[src/rtl/ram_port_arbiter_if.sv]
// Port bundle for ram_port_arbiter: two requester channels, read responses
// and the drive/return signals of the shared single-port RAM.
interface ram_port_arbiter_if #(
   parameter int ADDR_WIDTH = 12,
   parameter int WIDTH      = 32
);
   logic [1:0]              req_valid;
   logic [1:0]              req_lock;
   logic [1:0]              req_we;
   logic [2*ADDR_WIDTH-1:0] req_addr;
   logic [2*WIDTH-1:0]      req_wdata;
   logic [1:0]              req_ready;
   logic [1:0]              rsp_valid;
   logic [WIDTH-1:0]        rsp_data;
   logic [ADDR_WIDTH-1:0]   ram_addr;
   logic                    ram_we;
   logic [WIDTH-1:0]        ram_wdata;
   logic [WIDTH-1:0]        ram_rdata;

   // Arbiter side.
   modport slave (
      input  req_valid, req_lock, req_we, req_addr, req_wdata, ram_rdata,
      output req_ready, rsp_valid, rsp_data, ram_addr, ram_we, ram_wdata
   );

   // Requester / RAM side.
   modport master (
      output req_valid, req_lock, req_we, req_addr, req_wdata, ram_rdata,
      input  req_ready, rsp_valid, rsp_data, ram_addr, ram_we, ram_wdata
   );
endinterface

[src/rtl/ram_port_arbiter.sv]
// Two-requester round-robin arbiter with burst lock in front of one single-port
// synchronous RAM; read data is routed back to its issuer one cycle later.
module ram_port_arbiter #(
   parameter int ADDR_WIDTH = 12,
   parameter int WIDTH      = 32,
   parameter int MAX_BURST  = 16
) (
   input logic               clk,
   input logic               rst_n,
   ram_port_arbiter_if.slave bus
);
   typedef enum logic [1:0] {
      IDLE = 2'd0,
      OWN0 = 2'd1,
      OWN1 = 2'd2
   } state_e;

   localparam logic [7:0] BURST_LAST = 8'(MAX_BURST - 1);

   state_e                state_q, state_d;
   logic                  rr_last_q, rr_last_d;
   logic [7:0]            burst_cnt_q, burst_cnt_d;
   logic                  rd_pend_q, rd_pend_d;
   logic                  rd_owner_q, rd_owner_d;

   logic                  gnt_vld;
   logic                  gnt_idx;
   logic                  gnt_act;
   logic                  xfer;
   logic                  xfer_lock;
   logic                  rsp_act;
   logic [7:0]            cnt_base;
   logic [ADDR_WIDTH-1:0] gnt_addr;
   logic [WIDTH-1:0]      gnt_wdata;

   function automatic state_e own_state(input logic r);
      return r ? OWN1 : OWN0;
   endfunction

   // Owner keeps the port while it stays valid; otherwise plain round-robin.
   always_comb begin
      gnt_vld = 1'b0;
      gnt_idx = 1'b0;
      if (state_q == OWN0 && bus.req_valid[0]) begin
         gnt_vld = 1'b1;
         gnt_idx = 1'b0;
      end else if (state_q == OWN1 && bus.req_valid[1]) begin
         gnt_vld = 1'b1;
         gnt_idx = 1'b1;
      end else if (bus.req_valid == 2'b11) begin
         gnt_vld = 1'b1;
         gnt_idx = ~rr_last_q;
      end else if (bus.req_valid[0]) begin
         gnt_vld = 1'b1;
         gnt_idx = 1'b0;
      end else if (bus.req_valid[1]) begin
         gnt_vld = 1'b1;
         gnt_idx = 1'b1;
      end
   end

   assign gnt_act   = gnt_vld & rst_n;
   assign xfer      = gnt_act & bus.req_valid[gnt_idx];
   assign xfer_lock = xfer & bus.req_lock[gnt_idx];

   assign gnt_addr  = gnt_idx ? bus.req_addr[2*ADDR_WIDTH-1:ADDR_WIDTH]
                              : bus.req_addr[ADDR_WIDTH-1:0];
   assign gnt_wdata = gnt_idx ? bus.req_wdata[2*WIDTH-1:WIDTH]
                              : bus.req_wdata[WIDTH-1:0];

   assign bus.req_ready = {gnt_act & gnt_idx, gnt_act & ~gnt_idx};
   assign bus.ram_addr  = gnt_act ? gnt_addr : '0;
   assign bus.ram_wdata = gnt_act ? gnt_wdata : '0;
   assign bus.ram_we    = xfer & bus.req_we[gnt_idx];

   // Gating with rst_n drops a response whose read was accepted just before reset.
   assign rsp_act       = rd_pend_q & rst_n;
   assign bus.rsp_valid = {rsp_act & rd_owner_q, rsp_act & ~rd_owner_q};
   assign bus.rsp_data  = rsp_act ? bus.ram_rdata : '0;

   always_comb begin
      state_d     = state_q;
      rr_last_d   = rr_last_q;
      burst_cnt_d = burst_cnt_q;
      rd_pend_d   = xfer & ~bus.req_we[gnt_idx];
      rd_owner_d  = rd_pend_d ? gnt_idx : rd_owner_q;
      // A lock taken over from another state starts a fresh burst count.
      cnt_base    = (state_q == own_state(gnt_idx)) ? burst_cnt_q : 8'd0;
      if (xfer) begin
         rr_last_d = gnt_idx;
         if (xfer_lock && cnt_base != BURST_LAST) begin
            state_d     = own_state(gnt_idx);
            burst_cnt_d = cnt_base + 8'd1;
         end else begin
            state_d     = IDLE;
            burst_cnt_d = 8'd0;
         end
      end else if (state_q != IDLE) begin
         state_d     = IDLE;
         burst_cnt_d = 8'd0;
      end
   end

   always_ff @(posedge clk) begin
      if (!rst_n) begin
         state_q     <= IDLE;
         rr_last_q   <= 1'b1;
         burst_cnt_q <= 8'd0;
         rd_pend_q   <= 1'b0;
         rd_owner_q  <= 1'b0;
      end else begin
         state_q     <= state_d;
         rr_last_q   <= rr_last_d;
         burst_cnt_q <= burst_cnt_d;
         rd_pend_q   <= rd_pend_d;
         rd_owner_q  <= rd_owner_d;
      end
   end

   a_one_ready: assert property (@(posedge clk) $onehot0(bus.req_ready));
endmodule

[src/flat_wrapper.sv]
// flat-port wrapper written by rule: the top's interface ports become plain ports
module ram_port_arbiter_flat 
#(
   parameter int ADDR_WIDTH = 12,
   parameter int WIDTH      = 32,
   parameter int MAX_BURST  = 16
)
  (clk, rst_n, bus_req_valid, bus_req_lock, bus_req_we, bus_req_addr, bus_req_wdata, bus_ram_rdata, bus_req_ready, bus_rsp_valid, bus_rsp_data, bus_ram_addr, bus_ram_we, bus_ram_wdata);
  ram_port_arbiter_if #(.ADDR_WIDTH(ADDR_WIDTH), .WIDTH(WIDTH)) bus_i ();
  input logic clk;
  input logic rst_n;
  input wire logic [$bits(bus_i.req_valid)-1:0] bus_req_valid;
  input wire logic [$bits(bus_i.req_lock)-1:0] bus_req_lock;
  input wire logic [$bits(bus_i.req_we)-1:0] bus_req_we;
  input wire logic [$bits(bus_i.req_addr)-1:0] bus_req_addr;
  input wire logic [$bits(bus_i.req_wdata)-1:0] bus_req_wdata;
  input wire logic [$bits(bus_i.ram_rdata)-1:0] bus_ram_rdata;
  output wire logic [$bits(bus_i.req_ready)-1:0] bus_req_ready;
  output wire logic [$bits(bus_i.rsp_valid)-1:0] bus_rsp_valid;
  output wire logic [$bits(bus_i.rsp_data)-1:0] bus_rsp_data;
  output wire logic [$bits(bus_i.ram_addr)-1:0] bus_ram_addr;
  output wire logic [$bits(bus_i.ram_we)-1:0] bus_ram_we;
  output wire logic [$bits(bus_i.ram_wdata)-1:0] bus_ram_wdata;
  assign bus_i.req_valid = bus_req_valid;
  assign bus_i.req_lock = bus_req_lock;
  assign bus_i.req_we = bus_req_we;
  assign bus_i.req_addr = bus_req_addr;
  assign bus_i.req_wdata = bus_req_wdata;
  assign bus_i.ram_rdata = bus_ram_rdata;
  assign bus_req_ready = bus_i.req_ready;
  assign bus_rsp_valid = bus_i.rsp_valid;
  assign bus_rsp_data = bus_i.rsp_data;
  assign bus_ram_addr = bus_i.ram_addr;
  assign bus_ram_we = bus_i.ram_we;
  assign bus_ram_wdata = bus_i.ram_wdata;
  ram_port_arbiter #(.ADDR_WIDTH(ADDR_WIDTH), .WIDTH(WIDTH), .MAX_BURST(MAX_BURST)) u_core (.clk(clk), .rst_n(rst_n), .bus(bus_i));
endmodule
[config.mk]
export PLATFORM = sky130hd
export DESIGN_NAME = ram_port_arbiter_flat
export DESIGN_NICKNAME = d
export VERILOG_FILES = /design/src/rtl/ram_port_arbiter_if.sv /design/src/rtl/ram_port_arbiter.sv /design/src/flat_wrapper.sv
export SDC_FILE = /design/constraint.sdc
export NUM_CORES = 1
export LEC_CHECK = 0
export ABC_AREA = 0
export BUFFER_PORTS_ARGS = -buffer_cell sky130_fd_sc_hd__buf_2
export CAP_MARGIN = 20
export CORE_MARGIN = 8
export CORE_UTILIZATION = 35
export DETAILED_ROUTE_END_ITERATION = 6
export GPL_TIMING_DRIVEN = 0
export PLACE_DENSITY_LB_ADDON = 0.12
export SETUP_SLACK_MARGIN = 0.02
export SYNTH_ARGS = -nofsm -noshare
export SYNTH_HDL_FRONTEND = slang
export SYNTH_SLANG_ARGS = --single-unit
[constraint.sdc]
create_clock -name clk -period 4.2 [get_ports clk]
set_input_delay 0.84 -clock clk [delete_from_list [all_inputs] [get_ports clk]]
set_output_delay 0.84 -clock clk [all_outputs]
set_load 0.02 [all_outputs]
==> results of run 1 <==
worst reg2reg max path: cells and delay by family (launching register included):
kind | cells | cell delay [ns]
buf+inv | 2 | 0.45
fa+ha+maj | 1 | 0.22
simple gates | 6 | 0.87
flops | 1 | 0.37
compound gates | 2 | 0.41
worst max path at each step:
| stage | start | endpoint | slack [ns] | depth (start not counted) |
|---|---|---|---|---|
| floorplan | bus_req_valid[0] | bus_ram_addr[0] | 1.32 | 6 |
| detailed placement | bus_req_valid[0] | bus_ram_addr[0] | 0.98 | 8 |
| finish | bus_req_valid[0] | bus_ram_addr[0] | 0.99 | 8 |
| CTS | bus_req_valid[0] | bus_ram_addr[0] | 0.97 | 8 |
| global route | bus_req_valid[1] | bus_ram_addr[0] | 0.86 | 6 |
| global placement | bus_req_valid[0] | bus_ram_addr[0] | 0.99 | 8 |
registers in the layout (all words and copies together) (netlist names):
register and count:
u_core.rd_pend_q 1, u_core.state_q 2, u_core.rd_owner_q 1, u_core.burst_cnt_q 8, u_core.rr_last_q 1
cells in the mapped netlist, drive strengths merged:
master,instances,area (um2)
nand2,99,372
a21oi,45,225
and3,34,213
clkbuf,13,48.8
dfxtp,13,260
nor2,13,48.8
buf,11,61.3
nand3,10,50.1
inv,7,26.3
o21ai,5,25.0
a32oi,4,35.0
a31oi,3,18.8
and2,3,18.8
nand4,3,18.8
nor2b,3,21.3
nand2b,2,12.5
nor3,2,10.0
a221o,1,10.0
a221oi,1,15.0
a32o,1,11.3
ha,1,12.5
mux2i,1,10.0
nand3b,1,7.51
nand4b,1,8.76
nor3b,1,12.5
o2bb2ai,1,8.76
o311a,1,10.0
o31a,1,8.76
xnor2,1,8.76
xor2,1,8.76
power by group through the flow:
stage / clock [mW] / combinational [mW] / sequential [mW]
2_1_floorplan: 0 / 0.157 / 0.133
3_3_place_gp: 0 / 0.274 / 0.134
3_5_place_dp: 0 / 0.278 / 0.134
4_1_cts: 0.119 / 0.279 / 0.131
5_1_grt: 0.127 / 0.306 / 0.132
6_report: 0.115 / 0.277 / 0.132
metrics by stage:
| step | cell area, um2 | std cells | hold WS, ns | setup slack (ns) |
|---|---|---|---|---|
| detailed placement | 2700 | 543 | 0.473 | 0.979 |
| finish | 2750 | 547 | 0.480 | 0.987 |
| global route | 2750 | 547 | 0.522 | 0.855 |
| CTS | 2750 | 547 | 0.481 | 0.975 |
| floorplan | 1600 | 283 | 0.449 | 1.32 |
| global placement | 2700 | 543 | 0.456 | 0.992 |
cell families after synthesis:
logic type | Yosys count
and+or+nand+nor | 172
AOI/OAI and AO/OA | 63
buffers and inverters | 31
DFF | 13
xor gates and xnor gates | 2
muxes | 1
adders and majority gates | 1
layer usage:
| metal | GRT usage, % | up-vias |
|---|---|---|
| met5 | 0 | - |
| met4 | 3.92 | 0 |
| met3 | 5.96 | 11 |
| met2 | 40.2 | 119 |
| met1 | 23.2 | 1186 |
| li1 | - | 1390 |
area by class of cell:
type                       instances  area share [%]
tap                               52            2.37
clock buffer                       4            1.64
sequential                        13            9.47
inverter                           7           0.956
buffer                            24            4.01
multi-input combinational        239            43.7
timing repair buffer             208            37.9
==> metrics, run 1 <==
status finished, final reports clean; Worst-Skew Late Latency 0.25 ns; reg2reg setup slack about 1.8 ns; Layout area overhead 72.0%; Synth Area in Simple Gates between 40% and 50%; CTS clk-pin slew, worst paths 0.06 ns; CP Max Fanout 10; Int Pwr 307 uW; storage element area 260 um2; Distinct cells, synth 34; CTS Sinks 13; worst path cell trace buf_2 -> and2_1 -> a221oi_2 -> buf_2 -> buf_2 -> nand2_1 -> a21oi_1 -> buf_2; wire length on met2 4330 um; overall routing resource usage 21.4%; synthesized area 1600 um2; fin. max-slew vios 0; nets 625; critical path arrival 2.37 ns; total iterations of the first detailed-routing run 4; commonest non-fill, non-tap cell in the layout buf_2; clk_skew 0.000869 ns; syn avg cell area approximately 5.6 um2; TNS Setup 0 ns; post-synthesis sequential area ratio 16.3%; most frequent cells in the layout buf_2 (218), nand2_1 (99), a21oi_1 (45), and3_1 (34), clkbuf_1 (14); Die Y 83.6 um; Net Sw Power 217 uW; Vias/cell a little under 5; Synth Warn # 0; WP buf/inv 4; mux share of post-synthesis cell area 0.626%; CTS root buffer clkbuf_8; CTS Hold Buffers Added 0; CTS H-tree depth 1; Iter 0 DRT Violations 85; clock network power share 22.0%; Final Power 524 uW; Post-Route Utilization 62.7%; DRC 0; # rows 24; crit-path most repeated cell buf_2; RR Startpoint u_core.state_q[0]; final count of negative-setup-slack endpoints 0; Fill cells 440; cts bufs inserted 3; Post-Synthesis Cells 283; ant diodes 0; CP required 3.36 ns; Post-Synth XOR/XNOR Area roughly 1.1%; DR vias 2706; core area about 4400 um2; largest net degree at the start of global routing 11; Comb pwr share 52.9%; HPWL after DPL around 7000 um; Synth Register Bits 13; # IOs 209; normalized max-slew margin about three fifths; Mapped Nets between 400 and 500; CP startpoint kind primary input; post-CTS resize count 0; CP endpoint kind primary output; Crit Path Class primary input to primary output; RSZ-0062 raised after global routing false; die width 83.6 um; Critical R2R Capture u_core.burst_cnt_q[1]; final period utilization 76.5%; vias in the first global route roughly 2500; global route total overflow 0; Worst-Margin Slew between 0.5 and 0.6 ns; R2R cell count 11; Leak 1.73 nW; Power Density 191 nW/um2; family with the most delay on the worst path buffers and inverters; max-cap violation count 0; Die Footprint ~7000 um2; fmax 311 MHz; Final Hold Vio Count 0; slowest CP cell a221oi_2; Setup Buffers After CTS 0; post-route ant nets 0; CP peak stage delay ~0.29 ns; port bufs 208; Max Root-Sink Buffers 2; first-pass GRT wire length 12800 um; largest family of logic cells by synthesized area simple AND/OR/NAND/NOR gates; CTS tree built; switching share of power a little over 40%; met3 WL roughly 660 um; Seq pwr share 25.1%; Hold Path Depth 2; Wirelength per Cell 15.0 um; compound-gate portion of the synthesized area roughly 23%; Worst Hold Launch u_core.rr_last_q; share of layout cells above drive strength 1 45.9%; initial antenna violation count 0; WHS Endpoint u_core.rr_last_q; maximum VDD drop 0.000148 V; Tmin final 3.21 ns; post-synthesis adder-cell area fraction 0.783%; Hold WC Path Type flop to flop; Multi-input gate area 1200 um2; initial core utilization 36.4%; Top Metal Used met4; Final GP Congestion ~0.83; total routed wirelength 8230 um; wl on met1 between 3000 and 4000 um
No activity file was read; power rests on OpenSTA's default activity.
==> run 2, diff against run 1 <==
Settings changed: CORE_UTILIZATION 35 to 32.
Clock period 4.2 ns to 3.27 ns, I/O delays scaled along.
==> metrics, run 2 (synthesis results as in run 1) <==
crit path launch bus_req_valid[0]; slowest CP cell clkbuf_1; # IOs 209 (unchanged); reg2reg setup slack 0.84 ns (-0.94 ns); Hold WC Path Type flop to flop; end of the critical path bus_ram_wdata[22]; TNS Setup 0 ns (unchanged); commonest non-fill, non-tap cell in the layout buf_2; vias in the first global route 2529 (+3.0%); Reg with most FFs u_core.burst_cnt_q; WP buf/inv 4 (unchanged); first-pass GRT wire length 12700 um (-0.54%); Worst-Margin Slew 0.579 ns (-0.0198 ns); RSZ-0062 raised after global routing false; CTS clk-pin slew, worst paths 0.06 ns (about the same); CTS tree built; Power Density 244 nW/um2 (+28%); final count of negative-setup-slack endpoints 0 (unchanged); Die Footprint 7510 um2 (+7.5%); max reg flops 8 (unchanged); maximum VDD drop 0.000196 V (+32%); fin. max-slew vios 0 (unchanged); Final GP Congestion 0.830 (+0.16%); largest net degree at the start of global routing 11 (unchanged); total iterations of the first detailed-routing run 4 (unchanged); CP endpoint kind primary output; Vias/cell 4.84 (-2.1%); port bufs 208 (unchanged); RR Startpoint u_core.state_q[0]; WHS 0.476 ns (-0.00306 ns); HPWL after DPL 7180 um (+3.1%); worst path cell trace buf_2 -> o21ai_1 -> clkbuf_1 -> clkbuf_1 -> a21oi_1 -> buf_2; max-cap violation count 0 (unchanged); CTS Hold Buffers Added 0 (unchanged); Leak 1.73 nW (unchanged); clk_skew 0.00262 ns (+0.00175 ns); Iter 0 DRT Violations 95 (+12%); Die Y 86.7 um (+3.7%); cts bufs inserted 3 (unchanged); fmax 350 MHz; R2R cell count 10 (-1); Max Root-Sink Buffers 2 (unchanged); status finished, final reports clean; Crit Path Class primary input to primary output; stages on the worst setup path 6 (-2); CTS Sinks 13 (unchanged); die width 86.7 um (+3.7%); most frequent cells in the layout buf_2 (218), nand2_1 (99), a21oi_1 (45), and3_1 (34), clkbuf_1 (14); Final Hold Vio Count 0 (unchanged); CP startpoint kind primary input; Tmin final approximately 2.9 ns; initial antenna violation count 0 (unchanged); Critical R2R Capture u_core.burst_cnt_q[1]; nets 625 (unchanged); CP Max Fanout 10 (unchanged); total routed wirelength 8540 um (+3.8%); Layout area overhead 73.2%; DR vias 2722 (+0.59%); overall routing resource usage 20.6% (-0.85 points); CP required 2.62 ns (-0.74 ns); final period utilization between 80% and 90%; global route total overflow 0 (unchanged); Wirelength per Cell 15.2 um (+1.1%); critical path arrival 2.20 ns (-0.17 ns); Worst-Skew Late Latency 0.25 ns (about the same); biggest regs u_core.burst_cnt_q x8, u_core.state_q x2; post-CTS resize count 0 (unchanged); CTS root buffer clkbuf_8; Setup Buffers After CTS 0 (unchanged); post-route ant nets 0 (unchanged); DRC 0 (unchanged); family with the most delay on the worst path buffers and inverters; core area 4790 um2 (+9.2%); initial core utilization 33.4% (-3.1 points); # rows 25 (+4.2%); CTS H-tree depth 1 (unchanged); CP peak stage delay 0.43 ns (+0.14 ns); ant diodes 0 (unchanged); share of layout cells above drive strength 1 45.9% (unchanged); normalized max-slew margin 61.2% (+1.3 points)
run 2: cell counts in the layout (fill, tap and decap cells not counted):
Identical to the previous run, type by type.
run 2: layout make-up:
type                    count  area (um2)
fillers                   500        2020
plain buffers              24         110
flip-flops and latches     13         260
clock buffers               4        45.0
repair buffers            208        1040
well taps                  67        83.8
inverters                   7        26.3
multi-input cells         239        1200
run 2: worst reg2reg max path: cells and delay by family (launching register included):
family          cells  cell delay [ns]
compound gates      2             0.42
simple gates        6             0.96
fa+ha+maj           1             0.23
buf+inv             1             0.36
flops               1             0.36
run 2: metrics by stage:
stage	area [um2]	util [%]	setup WS, ns	power, mW	std cells
2_1_floorplan	1600	-	0.759	0.373	283
3_3_place_gp	2720	56.9	0.469	0.526	558
3_5_place_dp	2720	56.9	0.413	0.530	558
4_1_cts	2770	57.8	0.414	0.680	562
5_1_grt	2770	57.8	0.245	0.722	562
6_report	2770	57.8	0.415	0.675	562
run 2: worst min path at each step:
stage | startpoint | endpoint | slack [ns] | cells past startpoint
floorplan | u_core.rr_last_q | u_core.rr_last_q | 0.45 | 2
global placement | u_core.rr_last_q | u_core.rr_last_q | 0.46 | 2
detailed placement | u_core.rr_last_q | u_core.rr_last_q | 0.48 | 2
CTS | u_core.rr_last_q | u_core.rr_last_q | 0.48 | 2
global route | u_core.rr_last_q | u_core.rr_last_q | 0.52 | 2
finish | u_core.rr_last_q | u_core.rr_last_q | 0.48 | 2
run 2: report_power, final:
| group | internal, mW | switching, mW |
|---|---|---|
| logic | 0.144 | 0.214 |
| registers | 0.164 | 0.00518 |
| clock network | 0.0863 | 0.0627 |
| total | 0.394 | 0.282 |
run 2: layer usage:
| metal | vias to the layer above | GRT usage (%) | wire (um) |
|---|---|---|---|
| li1 | 1389 | - | - |
| met1 | 1181 | 22.2 | 3150 |
| met2 | 141 | 38.3 | 4360 |
| met3 | 11 | 5.86 | 902 |
| met4 | 0 | 4.54 | 132 |
| met5 | - | 0 | 0 |
